**src/rtl/fpa_pkg.sv**
```systemverilog
// Shared types and constants for the half-precision adder and its arbiter.
package fpa_pkg;

  localparam int         HALF_W  = 16;
  localparam int         EXP_HI  = 14;
  localparam int         EXP_LO  = 10;
  localparam logic [4:0] EXP_INF = 5'b11111;

  typedef enum logic [1:0] {
    ST_IDLE = 2'd0,
    ST_WAIT = 2'd1,
    ST_RESP = 2'd2
  } state_t;

  // Result source chosen at transfer time: adder output or one operand passed through.
  typedef enum logic [1:0] {
    ZS_FPA = 2'd0,
    ZS_B   = 2'd1,
    ZS_A   = 2'd2
  } zsel_t;

  // Operands arrive without their sign bit so +0 and -0 are treated alike.
  function automatic zsel_t zero_sel(input logic [HALF_W-2:0] mag_a,
                                     input logic [HALF_W-2:0] mag_b);
    if (mag_a == '0) return ZS_B;
    if (mag_b == '0) return ZS_A;
    return ZS_FPA;
  endfunction

endpackage

```
**src/rtl/fpa.sv**
```systemverilog
// Combinational half-precision adder, truncating, no zero/inf/NaN special cases.
// Zero latency; no flow control (pure function of a and b).
module fpa
  import fpa_pkg::*;
(
  input  logic [HALF_W-1:0] a,
  input  logic [HALF_W-1:0] b,
  output logic [HALF_W-1:0] out
);

  logic [HALF_W-1:0] x;
  logic [HALF_W-1:0] y;
  logic [5:0]        ex;
  logic [5:0]        ey;
  logic [5:0]        ed;
  logic [5:0]        er;
  logic [13:0]       mx;
  logic [13:0]       my_raw;
  logic [13:0]       my;
  logic [13:0]       norm;
  logic [14:0]       sum;
  logic [3:0]        lz;
  logic              hit;
  logic [9:0]        frac;
  logic              unused_bits;

  always_comb begin
    x      = (a[14:0] >= b[14:0]) ? a : b;
    y      = (a[14:0] >= b[14:0]) ? b : a;
    ex     = (x[14:10] == 5'd0) ? 6'd1 : {1'b0, x[14:10]};
    ey     = (y[14:10] == 5'd0) ? 6'd1 : {1'b0, y[14:10]};
    // Hidden bit plus three guard bits below the fraction.
    mx     = {x[14:10] != 5'd0, x[9:0], 3'b000};
    my_raw = {y[14:10] != 5'd0, y[9:0], 3'b000};
    ed     = ex - ey;
    my     = (ed > 6'd13) ? 14'd0 : (my_raw >> ed);

    if (x[15] == y[15]) sum = {1'b0, mx} + {1'b0, my};
    else                sum = {1'b0, mx} - {1'b0, my};

    lz  = 4'd0;
    hit = 1'b0;
    for (int i = 13; i >= 0; i--) begin
      if (!hit && sum[i]) begin
        hit = 1'b1;
        lz  = 4'(13 - i);
      end
    end
    norm = sum[13:0] << lz;

    er   = 6'd0;
    frac = 10'd0;
    if (sum[14]) begin
      er   = ex + 6'd1;
      frac = sum[13:4];
    end else if (hit && (ex > {2'b00, lz})) begin
      er   = ex - {2'b00, lz};
      frac = norm[12:3];
    end

    // Exact cancellation and underflow both flush to +0.
    out = (er == 6'd0) ? '0 : {x[15], er[4:0], frac};
  end

  assign unused_bits = ^{er[5], norm[13], norm[2:0]};

endmodule

```
**src/rtl/fpa_arbiter.sv**
```systemverilog
// Round-robin sharing of one fpa adder between two requesters; rsp_valid rises LAT edges after transfer.
// One operation in flight; rsp_ready low holds the result and blocks every grant.
module fpa_arbiter
  import fpa_pkg::*;
#(
  parameter int LAT = 2
) (
  input  logic              clk,
  input  logic              rst_n,
  input  logic              req0_valid,
  output logic              req0_ready,
  input  logic [HALF_W-1:0] req0_a,
  input  logic [HALF_W-1:0] req0_b,
  input  logic              req1_valid,
  output logic              req1_ready,
  input  logic [HALF_W-1:0] req1_a,
  input  logic [HALF_W-1:0] req1_b,
  output logic              rsp_valid,
  input  logic              rsp_ready,
  output logic              rsp_id,
  output logic [HALF_W-1:0] rsp_data,
  output logic              rsp_inf,
  output logic              busy
);

  state_t            state;
  state_t            state_nxt;
  logic              prio;
  logic              grant;
  logic              any_req;
  logic              xfer;
  logic [3:0]        cnt;
  logic [HALF_W-1:0] op_a;
  logic [HALF_W-1:0] op_b;
  logic              op_id;
  logic [HALF_W-1:0] sel_a;
  logic [HALF_W-1:0] sel_b;
  logic [HALF_W-1:0] fpa_out;
  logic [HALF_W-1:0] res;
  zsel_t             zsel;
  zsel_t             zsel_nxt;

  fpa u_fpa (
    .a   (op_a),
    .b   (op_b),
    .out (fpa_out)
  );

  always_ff @(posedge clk) begin
    if (!rst_n) state <= ST_IDLE;
    else        state <= state_nxt;
  end

  always_comb begin
    state_nxt  = state;
    any_req    = req0_valid | req1_valid;
    grant      = (req0_valid && req1_valid) ? prio : req1_valid;
    req0_ready = 1'b0;
    req1_ready = 1'b0;
    xfer       = 1'b0;
    rsp_valid  = (state == ST_RESP);
    busy       = (state != ST_IDLE);

    unique case (state)
      ST_IDLE: begin
        req0_ready = any_req && !grant;
        req1_ready = any_req && grant;
        xfer       = any_req;
        if (xfer) state_nxt = ST_WAIT;
      end
      ST_WAIT: if (cnt == 4'd0) state_nxt = ST_RESP;
      ST_RESP: if (rsp_ready) state_nxt = ST_IDLE;
      default: state_nxt = ST_IDLE;
    endcase
  end

  always_comb begin
    sel_a    = grant ? req1_a : req0_a;
    sel_b    = grant ? req1_b : req0_b;
    zsel_nxt = zero_sel(sel_a[HALF_W-2:0], sel_b[HALF_W-2:0]);
  end

  always_comb begin
    res = fpa_out;
    case (zsel)
      ZS_B:    res = op_b;
      ZS_A:    res = op_a;
      default: ;
    endcase
  end

  always_ff @(posedge clk) begin
    if (!rst_n) begin
      prio     <= 1'b0;
      cnt      <= 4'd0;
      op_a     <= '0;
      op_b     <= '0;
      op_id    <= 1'b0;
      zsel     <= ZS_FPA;
      rsp_data <= '0;
      rsp_id   <= 1'b0;
      rsp_inf  <= 1'b0;
    end else begin
      if (xfer) begin
        op_a  <= sel_a;
        op_b  <= sel_b;
        op_id <= grant;
        zsel  <= zsel_nxt;
        prio  <= ~grant;
        cnt   <= 4'(LAT - 1);
      end else if (state == ST_WAIT && cnt != 4'd0) begin
        cnt <= cnt - 4'd1;
      end

      // Operands have been stable on the adder for LAT cycles at this point.
      if (state == ST_WAIT && cnt == 4'd0) begin
        rsp_data <= res;
        rsp_id   <= op_id;
        rsp_inf  <= (res[EXP_HI:EXP_LO] == EXP_INF);
      end
    end
  end

endmodule

```
**config.mk**
```make
export PLATFORM = sky130hd
export DESIGN_NAME = fpa_arbiter
export DESIGN_NICKNAME = d
export VERILOG_FILES = /design/src/rtl/fpa_pkg.sv /design/src/rtl/fpa.sv /design/src/rtl/fpa_arbiter.sv
export SDC_FILE = /design/constraint.sdc
export NUM_CORES = 1
export LEC_CHECK = 0
export ABC_AREA = 1
export CORE_MARGIN = 1.5
export CORE_UTILIZATION = 50
export CTS_CLUSTER_DIAMETER = 150
export DETAILED_ROUTE_END_ITERATION = 10
export PLACE_DENSITY = 0.75
export SLEW_MARGIN = 20
export SYNTH_ARGS = -nofsm -noshare
export SYNTH_HDL_FRONTEND = slang
export SYNTH_SLANG_ARGS = --single-unit
export TNS_END_PERCENT = 30
```
**constraint.sdc**
```tcl
create_clock -name clk -period 10.7 [get_ports clk]
set_input_delay 2.14 -clock clk [delete_from_list [all_inputs] [get_ports clk]]
set_output_delay 2.14 -clock clk [all_outputs]
set_load 0.005 [all_outputs]
```
==> impl_metrics.toml <==
[yosys]
synth_edf_count = 0
yosysMostFrequentCell = "nand2_1"
syn_area_sq_um = 6750
syn_inst = 1103
async_flop_share = 0
ys.warnings.count = 0
synth_seq_area_share = 0.178
syn_nets = 1223
yosys.area.top_type = "dfxtp_1"
synthTopCellsByCount = "nand2_1 (254), inv_1 (138), nand3_1 (122)"
synth-seq-cells = 60
synth.distinct_cells = 56
synth_flop_cell = "dfxtp_1"
avgSynthCellArea_sq_um = 6.12
yosys-top-cells-area = "dfxtp_1 (18%), nand2_1 (14%), ha_1 (9.1%), nand3_1 (9.0%), inv_1 (7.7%)"
synth_top_area_frac = 0.178

[min_path]
hp-class = "flip-flop to flip-flop"

[clock_network]
cts_hold_buf = 0
ctsRootBufferMaster = "clkbuf_16"
cts_sinks = 60
clk_pin_slew_worst_paths_ns = 0.05
clk_latency_ns = 0.33
cts_htree_levels = 3
numCtsBuffers = 9
cts_tree = "yes"
clockBufferDepth = 2

[drt]
drt-pass1-iter-count = 5
drcViolationCount = 0
viasPerCell = 5.66
drt-wirelength-per-cell_um = 15.0
drtAntennaViolNets = 0
num_vias = 7669
wl_um = 20300
initialDrtViolationCount = 676

[global_route]
grt_pass1_wl_um = 32800
track_usage = 0.282
antenna_found_initial = 0
grt_max_degree = 51
grt_overflow_total = 0
first_global_vias = 6828

[critical_path]
reg2reg_depth = 65
cp_common_cell = "nand2_1"
reg2reg_slack_ns = 0.98
critPathRequiredTime_ns = 10.91
r2r-start = "op_b[14]$_SDFFE_PN0P_"
critPathCapture = "rsp_data[15]$_SDFFE_PN0P_"
arrival_ns = 9.93
critPathLaunchType = "flip-flop"
startpoint = "op_b[14]$_SDFFE_PN0P_"
cp_slowest_cell = "ha_1"
slowest_delay_ns = 0.42
worstReg2RegEnd = "rsp_data[15]$_SDFFE_PN0P_"
crit_type = "flip-flop to flip-flop"
endpoint_kind = "flip-flop"
critPathMaxFanout = 17

[final_layout]
syn_to_final_growth_pct = 20.3
n_antenna_cell = 0
drive_gt1_frac = 0.0739
num-fill-cells = 1243
register_area_sq_um = 1200
fin_area_sq_um = 8120
nets = 1294
multi_input_area_sq_um = 4810

[sta]
fin_crit_ns = 9.72
timing.final.ws_setup_ns = 0.981
slew_violations = 0
final-hold-violation-count = 0
worst_pin_slew_ns = 1.07
setup_viol_count_final = 0
fmax_mhz = 103
setup_tns_ns = 0
fin_crit_sh = 0.908
relSlewSlack = 0.286
skew_ns = 0.00746

[floorplanning]
io_pins = 91
die_width_um = 119
dieArea_sq_um = 14200
fp.coreArea_sq_um = 13200
fp.dieH_um = 119
rows = 42
start_util = 0.512

[place]
dpl.hpwl_um = 16000
port_buffers = 90
gp_congestion = 0.970
place_area_sq_um = 7690
pre_cts_slack_ns = 0.433

[status]
status = "finished, final reports clean"

[job]
drv_cap = 0
==> flip-flops by register name (all words and copies together), names as in the netlist <==
register  cells
prio          1
rsp_inf       1
op_a         16
op_b         16
zsel          2
state         2
rsp_id        1
op_id         1
cnt           4
rsp_data     16
==> worst max-delay path: cells and delay by family (launching register included) <==
kind,cells,cell delay (ns)
compound gates,12,1.95
fa+ha+maj,7,2.11
buf+inv,13,1.14
flops,1,0.36
simple gates,33,3.98
==> metal layers <==
metal	global-route usage	vias to the layer above	share of wire
met5	0	-	0
met4	0.109	0	0.029
met3	0.0354	44	0.067
met2	0.461	345	0.46
met1	0.378	3410	0.45
li1	-	3870	-
==> cell type report <==
cell class	count	share of cell area
Timing Repair Buffer	100	0.120
Inverter	154	0.0716
Clock inverter	3	0.00847
Multi-Input combinational cell	849	0.592
Tap cell	176	0.0271
Clock buffer	12	0.0328
Sequential cell	60	0.148
==> per-stage QoR <==
step	instances	util	hold WS, ns
after detailed placement	1330	0.583	0.451
after global routing	1354	0.616	0.500
after CTS	1345	0.609	0.460
final	1354	0.616	0.459
after global placement	1330	0.583	0.446
after floorplan	1103	-	0.425
==> how the worst min path moves through the flow <==
stage	cells after the start	slack (ns)	start	end
2_1_floorplan	2	0.42	op_id$_SDFFE_PN0P_	rsp_id$_SDFFE_PN0P_
3_3_place_gp	2	0.45	op_id$_SDFFE_PN0P_	rsp_id$_SDFFE_PN0P_
3_5_place_dp	2	0.45	op_id$_SDFFE_PN0P_	rsp_id$_SDFFE_PN0P_
4_1_cts	2	0.46	op_id$_SDFFE_PN0P_	rsp_id$_SDFFE_PN0P_
5_1_grt	2	0.50	op_id$_SDFFE_PN0P_	rsp_id$_SDFFE_PN0P_
6_report	2	0.46	op_id$_SDFFE_PN0P_	rsp_id$_SDFFE_PN0P_
==> cell usage in the layout, fill, tap and decap left out, types with 14 or more instances in the layout <==
cell             instances
o21ai_0                 71
nor2_1                  70
inv_1                  138
dfxtp_1                 60
a21oi_1                 72
nand3_1                122
ha_1                    49
nor3_1                  14
nand4_1                 15
nand2_1                253
clkdlybuf4s50_1         90
mux2i_1                 29
o22ai_1                 44
==> kinds of logic (layout without fill, tap and decap cells) <==
group,after synthesis,after routing,synth area share
adder cells (fa/ha/maj),51,51,0.0967
XOR/XNOR,13,13,0.0207
AO/OA/AOI/OAI,234,234,0.196
multiplexers,29,29,0.0430
flip-flops,60,60,0.178
AND/OR/NAND/NOR,520,522,0.350
buffers and inverters,196,269,0.116
==> repair_timing <==
action,4_1_cts,5_1_grt
endpoints found under the setup margin,0,17
buffers inserted,0,7
resized for setup,0,8
hold endpoints to repair,0,0
Power is not shown: default switching activity piles up to over one toggle a cycle in this logic, so the estimate is an artifact.
